## config.mk

```make
export PLATFORM = sky130hd
export DESIGN_NAME = chunked_bus_copier
export DESIGN_NICKNAME = d
export VERILOG_FILES = /design/src/rtl/chunked_copy_pkg.sv /design/src/rtl/chunked_bus_copier_xform.sv /design/src/rtl/chunked_bus_copier.sv
export SDC_FILE = /design/constraint.sdc
export NUM_CORES = 1
export LEC_CHECK = 0
export CAP_MARGIN = 20
export CORE_ASPECT_RATIO = 0.7
export CORE_MARGIN = 8
export CORE_UTILIZATION = 69
export CTS_BUF_LIST = sky130_fd_sc_hd__clkbuf_16
export DETAILED_ROUTE_END_ITERATION = 7
export DONT_BUFFER_PORTS = 1
export PLACE_DENSITY = 0.9
export SETUP_SLACK_MARGIN = 0.2
export SYNTH_ARGS = -nofsm -noshare
export SYNTH_HDL_FRONTEND = slang
export SYNTH_SLANG_ARGS = --single-unit
```

## constraint.sdc

```tcl
create_clock -name clk -period 8.35 [get_ports clk]
set_input_delay 2.505 -clock clk [delete_from_list [all_inputs] [get_ports clk]]
set_output_delay 2.505 -clock clk [all_outputs]
set_load 0.01 [all_outputs]
```

## src/rtl/chunked_copy_pkg.sv

```systemverilog
// Shared types for the chunked bus copier:
// FSM state encoding and per-word transform modes.
package chunked_copy_pkg;

  typedef enum logic [1:0] {
    IDLE = 2'b00,
    RUN  = 2'b01,
    DONE = 2'b10
  } state_e;

  localparam logic [1:0] MODE_COPY = 2'b00;
  localparam logic [1:0] MODE_INV  = 2'b01;
  localparam logic [1:0] MODE_BREV = 2'b10;
  localparam logic [1:0] MODE_CREV = 2'b11;

endpackage

```

## src/rtl/chunked_bus_copier_xform.sv

```systemverilog
// Per-chunk transform: copy, invert or bit-reverse.
// Chunk-order reverse is chosen by the parent's mux.
module chunk_xform
  import chunked_copy_pkg::*;
#(
  parameter int CHUNK = 8
) (
  input  logic [CHUNK-1:0] data_i,
  input  logic [1:0]       mode_i,
  output logic [CHUNK-1:0] data_o
);

  // Select the transform; CREV chunks pass through.
  always_comb begin
    data_o = data_i;
    case (mode_i)
      MODE_INV: data_o = ~data_i;
      MODE_BREV: begin
        for (int j = 0; j < CHUNK; j++) begin
          data_o[j] = data_i[CHUNK-1-j];
        end
      end
      default: data_o = data_i;
    endcase
  end

endmodule

```

## src/rtl/chunked_bus_copier.sv

```systemverilog
// Time-multiplexed bus copier: one W-bit word in,
// CHUNK bits transformed per clock, one word out.
module chunked_bus_copier
  import chunked_copy_pkg::*;
#(
  parameter int W     = 256,
  parameter int CHUNK = 8
) (
  input  logic         clk,
  input  logic         rst_n,
  input  logic         in_valid,
  output logic         in_ready,
  input  logic [W-1:0] in_data,
  input  logic [1:0]   in_mode,
  output logic         out_valid,
  input  logic         out_ready,
  output logic [W-1:0] out_data,
  output logic         busy
);

  localparam int N     = W / CHUNK;
  localparam int CNT_W = (N > 1) ? $clog2(N) : 1;
  localparam logic [CNT_W-1:0] K_LAST = CNT_W'(N - 1);

  state_e           state_q, state_d;
  logic [CNT_W-1:0] k_q, k_d;
  logic [W-1:0]     src_q, src_d;
  logic [W-1:0]     out_q, out_d;
  logic [1:0]       mode_q, mode_d;

  logic [CNT_W-1:0] sel;
  logic [CHUNK-1:0] chunk_raw;
  logic [CHUNK-1:0] chunk_new;

  // Pick the source chunk; CREV reads from the far end.
  always_comb begin
    sel = k_q;
    if (mode_q == MODE_CREV) sel = K_LAST - k_q;
    chunk_raw = src_q[int'(sel)*CHUNK +: CHUNK];
  end

  chunk_xform #(
    .CHUNK(CHUNK)
  ) u_xform (
    .data_i(chunk_raw),
    .mode_i(mode_q),
    .data_o(chunk_new)
  );

  // Next-state, counter and datapath updates.
  always_comb begin
    state_d = state_q;
    k_d     = k_q;
    src_d   = src_q;
    mode_d  = mode_q;
    out_d   = out_q;
    unique case (state_q)
      IDLE: begin
        if (in_valid) begin
          src_d   = in_data;
          mode_d  = in_mode;
          k_d     = '0;
          state_d = RUN;
        end
      end
      RUN: begin
        out_d[int'(k_q)*CHUNK +: CHUNK] = chunk_new;
        if (k_q == K_LAST) begin
          state_d = DONE;
        end else begin
          k_d = k_q + 1'b1;
        end
      end
      DONE: begin
        if (out_ready) state_d = IDLE;
      end
      default: state_d = IDLE;
    endcase
  end

  // State registers with synchronous active-low reset.
  always_ff @(posedge clk) begin
    if (!rst_n) begin
      state_q <= IDLE;
      k_q     <= '0;
      src_q   <= '0;
      mode_q  <= '0;
      out_q   <= '0;
    end else begin
      state_q <= state_d;
      k_q     <= k_d;
      src_q   <= src_d;
      mode_q  <= mode_d;
      out_q   <= out_d;
    end
  end

  assign in_ready  = (state_q == IDLE);
  assign out_valid = (state_q == DONE);
  assign busy      = (state_q != IDLE);
  assign out_data  = out_q;

endmodule

```

# [Yosys cells after proc, flatten, opt, wreduce, memory -nomap -nowiden]
# Cells that the tools add are included.
[totals] register_bits=521 input_bits=262 output_inout_bits=259 elab_cells=38
[classes] addsub=3 eq_ne=10 shift=3 mux=10 bitwise_logic=1 reduce_logical=6
[op_table] op="bitwise mux 256 bit" count=1
[op_table] op="variable shift 8 x 33 -> 256 bit, first input constant" count=1
[op_table] op="indexed part select 256 x 9 -> 8 bit" count=1
[op_table] op="indexed part select 8 x 33 -> 256 bit" count=1
[op_table] op="negator 8 -> 33 bit" count=1
[op_table] op="one-hot mux 8 bit (2 select lines)" count=1
[op_table] op="two-way mux 5 bit" count=3
[op_table] op="one-hot mux 5 bit (2 select lines)" count=1
[op_table] op="inverter 8 bit" count=1
[op_table] op="== test 2 bit, second input constant" count=3
[op_table] op="two-way mux 2 bit" count=3
[op_table] op="inequality test 2 bit, second input constant" count=3
[op_table] op="one-hot mux 2 bit (3 select lines)" count=1
[op_table] op="AND reduction 3 bit" count=2
[op_table] op="adder 5 x 1 -> 5 bit, second input constant" count=1
[op_table] op="== test 5 bit, second input constant" count=1
[op_table] op="subtractor 5 bit, first input constant" count=1
[op_table] op="== test 2 x 1 -> 1 bit, second input constant" count=2
[op_table] op="nonzero test 2 bit" count=2
[op_table] op="zero test 2 bit" count=1
[op_table] op="inequality test 2 x 1 -> 1 bit, second input constant" count=1
[op_table] op="AND reduction 2 bit" count=1

# [Logic depth before layout (Yosys ltp)]
[logic_depth] word_depth=7 mapped_depth=16 ltp_nobuf=11

# [Modules after synthesis]
# From an unflattened synthesis, not the netlist that was laid out.
[unflattened] hier_cells=2687 hier_area_um2=23547.6
[modules_own_cells] module="chunked_bus_copier" instances=1 cells_each=2649 area_each_um2=23326.1 seq_area_each_um2=10430.0
[modules_own_cells] module="chunk_xform" instances=1 cells_each=38 area_each_um2=221.5 seq_area_each_um2=0.0

# [Least setup slack after synthesis]
# No wires, ideal clock.
[synth_path] kind="input to register" start="in rst_n" end="reg out_q[81] (netlist: out_data[81])" setup_ns=0.060 arrival_ns=3.759 t_required_ns=8.290 setup_slack_ns=4.531 stages=6 path_buffers=1 cell_sequence="clkbuf_1 -> inv_2 -> nor2_1 -> nand2_1 -> nor2_1 -> a221o_1"
[synth_lines] element="from (decl)" line="chunked_bus_copier.sv:10" source="input logic rst_n,"
[synth_lines] element="to (signal assigned)" line="chunked_bus_copier.sv:94" source="out_q <= out_d;"
[synth_lines] element="to (decl)" line="chunked_bus_copier.sv:28" source="logic [W-1:0] out_q, out_d;"

# [Final worst setup path]
[layout_path] start="reg mode_q[0]" end="reg out_q[242] (netlist: out_data[242])"
[layout_via] elab_chain_len=7 elab_cells_between_ends=9 classes_between="eq/ne: 3; shift: 2; mux: 3; bitwise: 1"
[layout_rtl] element="from (decl)" line="chunked_bus_copier.sv:29" source="logic [1:0] mode_q, mode_d;"
[layout_rtl] element="from (signal assigned)" line="chunked_bus_copier.sv:93" source="mode_q <= mode_d;"
[layout_rtl] element="== test 2 bit" line="chunked_bus_copier.sv:38" source="if (mode_q == MODE_CREV) sel = K_LAST - k_q;"
[layout_rtl] element="two-way mux 5 bit" line="chunked_bus_copier.sv:38"
[layout_rtl] element="indexed part select 256 x 9 -> 8 bit" line="chunked_bus_copier.sv:39" source="chunk_raw = src_q[int'(sel)*CHUNK +: CHUNK];"
[layout_rtl] element="inverter 8 bit" line="chunked_bus_copier_xform.sv:17" source="MODE_INV: data_o = ~data_i;"
[layout_rtl] element="one-hot mux 8 bit (2 select lines) (*)" line="chunked_bus_copier_xform.sv:16" source="case (mode_i)"
[layout_rtl] element="indexed part select 8 x 33 -> 256 bit (*)" line="chunked_bus_copier.sv:67" source="out_d[int'(k_q)*CHUNK +: CHUNK] = chunk_new;"
[layout_rtl] element="bitwise mux 256 bit (*)" line="chunked_bus_copier.sv:67"
# Mark *: on every way between the ends. The rest lies on a longest branch, timed or not.
# A chain may end at the register's enable or synchronous reset.

==> summary.md <==
| Metric | Value |
|---|---|
| Initial antenna violation count | 7 |
| Core footprint | about 32000 um^2 |
| Vias in the first global route | 19700 |
| Fmax | about 180 MHz |
| Lkg Pwr | 8.51 nW |
| Number of remaining DRC errors | 0 |
| Ys async rst share | 0% |
| Cells after synthesis | roughly 2600 |
| CTS Buf Count | 47 |
| Post-synth net total | 2846 |
| First-pass GRT wire length | between 100000 and 150000 um |
| Final WL | 84400 um |
| Critical path endpoint category | flip-flop |
| Pwr dens | around 220 nW/um^2 |
| Worst Max-Slew Pin Slew | roughly 1.2 ns |
| Hold Buf Count CTS | 0 |
| Post-Syn Area | around 23000 um^2 |
| Setup ws final | between 2 and 3 ns |
| GPL Wtd Cong | ~1.0 |
| Sw power | 1.49 mW |
| Share of cells above drive strength 1 | 8.33% |
| Top_reg_cell synth | dfxtp_1 |
| Commonest cells in the netlist | nand2_1 (716), dfxtp_1 (521), a21oi_1 (334), clkbuf_1 (124) |
| Final hold vios | 0 |
| Hold Crit Class | flip-flop to flip-flop |
| Drt pass-1 iters | 7 |
| Syn-to-layout area delta | 5.71% |
| Internal Power | roughly 3.9 mW |
| Die Y | 168 um |
| Setup bufs post-CTS | 0 |
| Post-DP HPWL | 60700 um |
| Mean routed wirelength per cell | ~29 um |
| Syn avg cell area | between 8 and 9 um^2 |
| Post-synthesis sequential area ratio | between 40 and 50% |
| Pre-CTS WS | roughly 3.1 ns |
| Worst-case vdd ir drop | approximately 0.21 mV |
| Layout Skew | around 0.016 ns |
| Cell variety after synth | 84 |
| Setup TNS | 0 ns |
| Fin. max-slew vios | 0 |
| Worst EP arrival | between 5 and 6 ns |
| Vias | around 21000 |
| Clk slew on worst S/H paths | about 0.070 ns |
| Yosys synthesis warning count | 0 |
| Die W | between 200 and 250 um |
| Fin crit share | between 60% and 70% |
| Clk sinks | about 520 |
| Slew margin rel. | between 20 and 25% |
| Flop pwr share | between 40% and 50% |
| Port Buffer Count | 0 |
| Total GRT Usage | 40.4% |
| Post-CTS Resized | 0 |
| Nets@finish | roughly 2700 |
| # IOs | ~520 |
| Worst skew pair latency | just under 0.6 ns |
| Unrepaired setup endpoints after global routing | false |
| Gate power share | 10.9% |
| Crit path max fanout | slightly below 50 |
| Final setup viols | 0 |
| Site Rows | 55 |
| Starting density of the core | 70.4% |
| Post-DRT Antenna Nets | 0 |
| Crit path time final | between 5 and 6 ns |
| CTS tree | done |
| Root Driver | clkbuf_16 |
| Multi-input gate area | about 11000 um^2 |
| Largest net degree at the start of global routing | 127 |
| Max clock buf depth | 3 |
| Overflow after GRT | 0 |
| Die Area | around 40000 um^2 |
| Register area | 10400 um^2 |
| Synth top area share | a little under half |
| Synth area leader | dfxtp_1 |
| Post-synth EDFFs | 0 |
| Sw frac | 27.7% |
| Fillcell total | between 2000 and 2500 |
| Status | complete, no violations |
| Yosys reg bits | between 500 and 600 |
| Maxcap violations | 0 |
| CP required | between 8 and 9 ns |
| CP Launch Type | flip-flop |
| Synth top area cells | dfxtp_1 (46%), nand2_1 (12%), mux4_2 (8.0%), a21oi_1 (7.3%), a32o_1 (3.2%) |
| Initial drt markers | between 3000 and 4000 |
| CTS HTree Levels | 2 |
| Routed vias/inst | 7.31 |
| Critical path type | flip-flop to flip-flop |
| Clock power frac | 39.9% |
| Top-count cell post-synth | nand2_1 |
[placed cells by master (no fill, tap or decap), types with 6 or more instances in the layout]
master,synthesis,routed
a211oi_1,6,6
o21ai_1,30,30
a221o_1,30,30
a21oi_1,334,334
nor2b_1,10,10
mux2i_1,35,35
and2_1,13,12
clkbuf_16,0,47
o221ai_1,14,13
clkinv_2,0,10
a32o_1,73,73
and3_1,10,10
nand2b_1,14,14
dfxtp_1,521,518
nand3_1,50,50
diode_2,0,6
ha_1,7,6
nor3_1,23,23
mux4_2,81,81
nor3b_1,6,6
clkinv_1,2,7
nand2_1,716,715
nor2_1,81,81
a22oi_1,16,16
a31oi_1,9,9
inv_1,19,31
o22ai_1,23,23
o21ai_0,79,79
o31ai_1,7,7
a22o_1,55,55
buf_4,9,17
[worst max-delay path, stage by stage (launching register included)]
cell and delay [ns]:
dfxtp_1 0.43, ha_4 0.54, buf_4 0.67, xor2_4 0.16
buf_4 0.47, nand2_1 0.10, and3_1 0.21, o21ai_0 0.37
o31a_1 0.24, and2_1 0.80, nand2b_1 0.99, a32o_1 0.33
[layout make-up]
type / instances / share of cell area, %
Clock buffer: 47 / 4.86
Multi-Input combinational cell: 1833 / 47.2
Sequential cell: 521 / 43.2
Antenna cell: 6 / 0.0621
Clock inverter: 40 / 1.36
Inverter: 22 / 0.373
Timing Repair Buffer: 21 / 0.781
Tap cell: 427 / 2.21
[layer usage]
layer / track usage, % / vias up / wire length [um]
met3: 15.5 / 335 / 13800
met2: 58.5 / 1892 / 35800
met5: 0 / - / 27
met4: 16.6 / 4 / 4150
met1: 53.7 / 10100 / 30500
li1: - / 8970 / -
[worst paths after layout]
path | startpoint | endpoint | slack, ns | cells after the start
worst max-delay path | mode_q[0] | out_data[242] | 2.88 | 11
worst min-delay path | src_q[235] | src_q[235] | 0.46 | 2
worst max register to register | mode_q[0] | out_data[242] | 2.88 | 11
worst min register to register | src_q[235] | src_q[235] | 0.46 | 2
[per-stage QoR]
| stage | hold WS [ns] | total power, mW | instances | utilization [%] | cell area, um^2 |
|---|---|---|---|---|---|
| floorplan | 0.432 | 3.09 | 2577 | - | 22900 |
| global placement | 0.444 | 3.23 | 2820 | 69.6 | 22600 |
| detailed placement | 0.450 | 3.26 | 2821 | 69.6 | 22600 |
| CTS | 0.459 | 5.35 | 2908 | 74.3 | 24100 |
| global route | 0.486 | 5.52 | 2916 | 74.4 | 24200 |
| finish | 0.458 | 5.39 | 2917 | 74.4 | 24200 |
[power groups by stage]
stage	clock (mW)	sequential (mW)	combinational (mW)
global route	2.25	2.65	0.620
finish	2.15	2.65	0.589
CTS	2.14	2.65	0.560
global placement	0	2.69	0.540
detailed placement	0	2.70	0.555
floorplan	0	2.66	0.428
[kinds of logic after synthesis]
kind of cell	share of synthesized area, %
AO/OA/AOI/OAI	21.5
AND/OR/NAND/NOR	17.4
XOR/XNOR	0.191
flip-flops	45.6
buffers and inverters	4.84
multiplexers	10.1
adder cells (fa/ha/maj)	0.383
[sequential cells by signal, indices dropped and copies added, names as in the netlist]
name      count
state_q       2
src_q       256
k_q           5
mode_q        2
out_data    256
No activity file was read; power rests on OpenSTA's default activity.
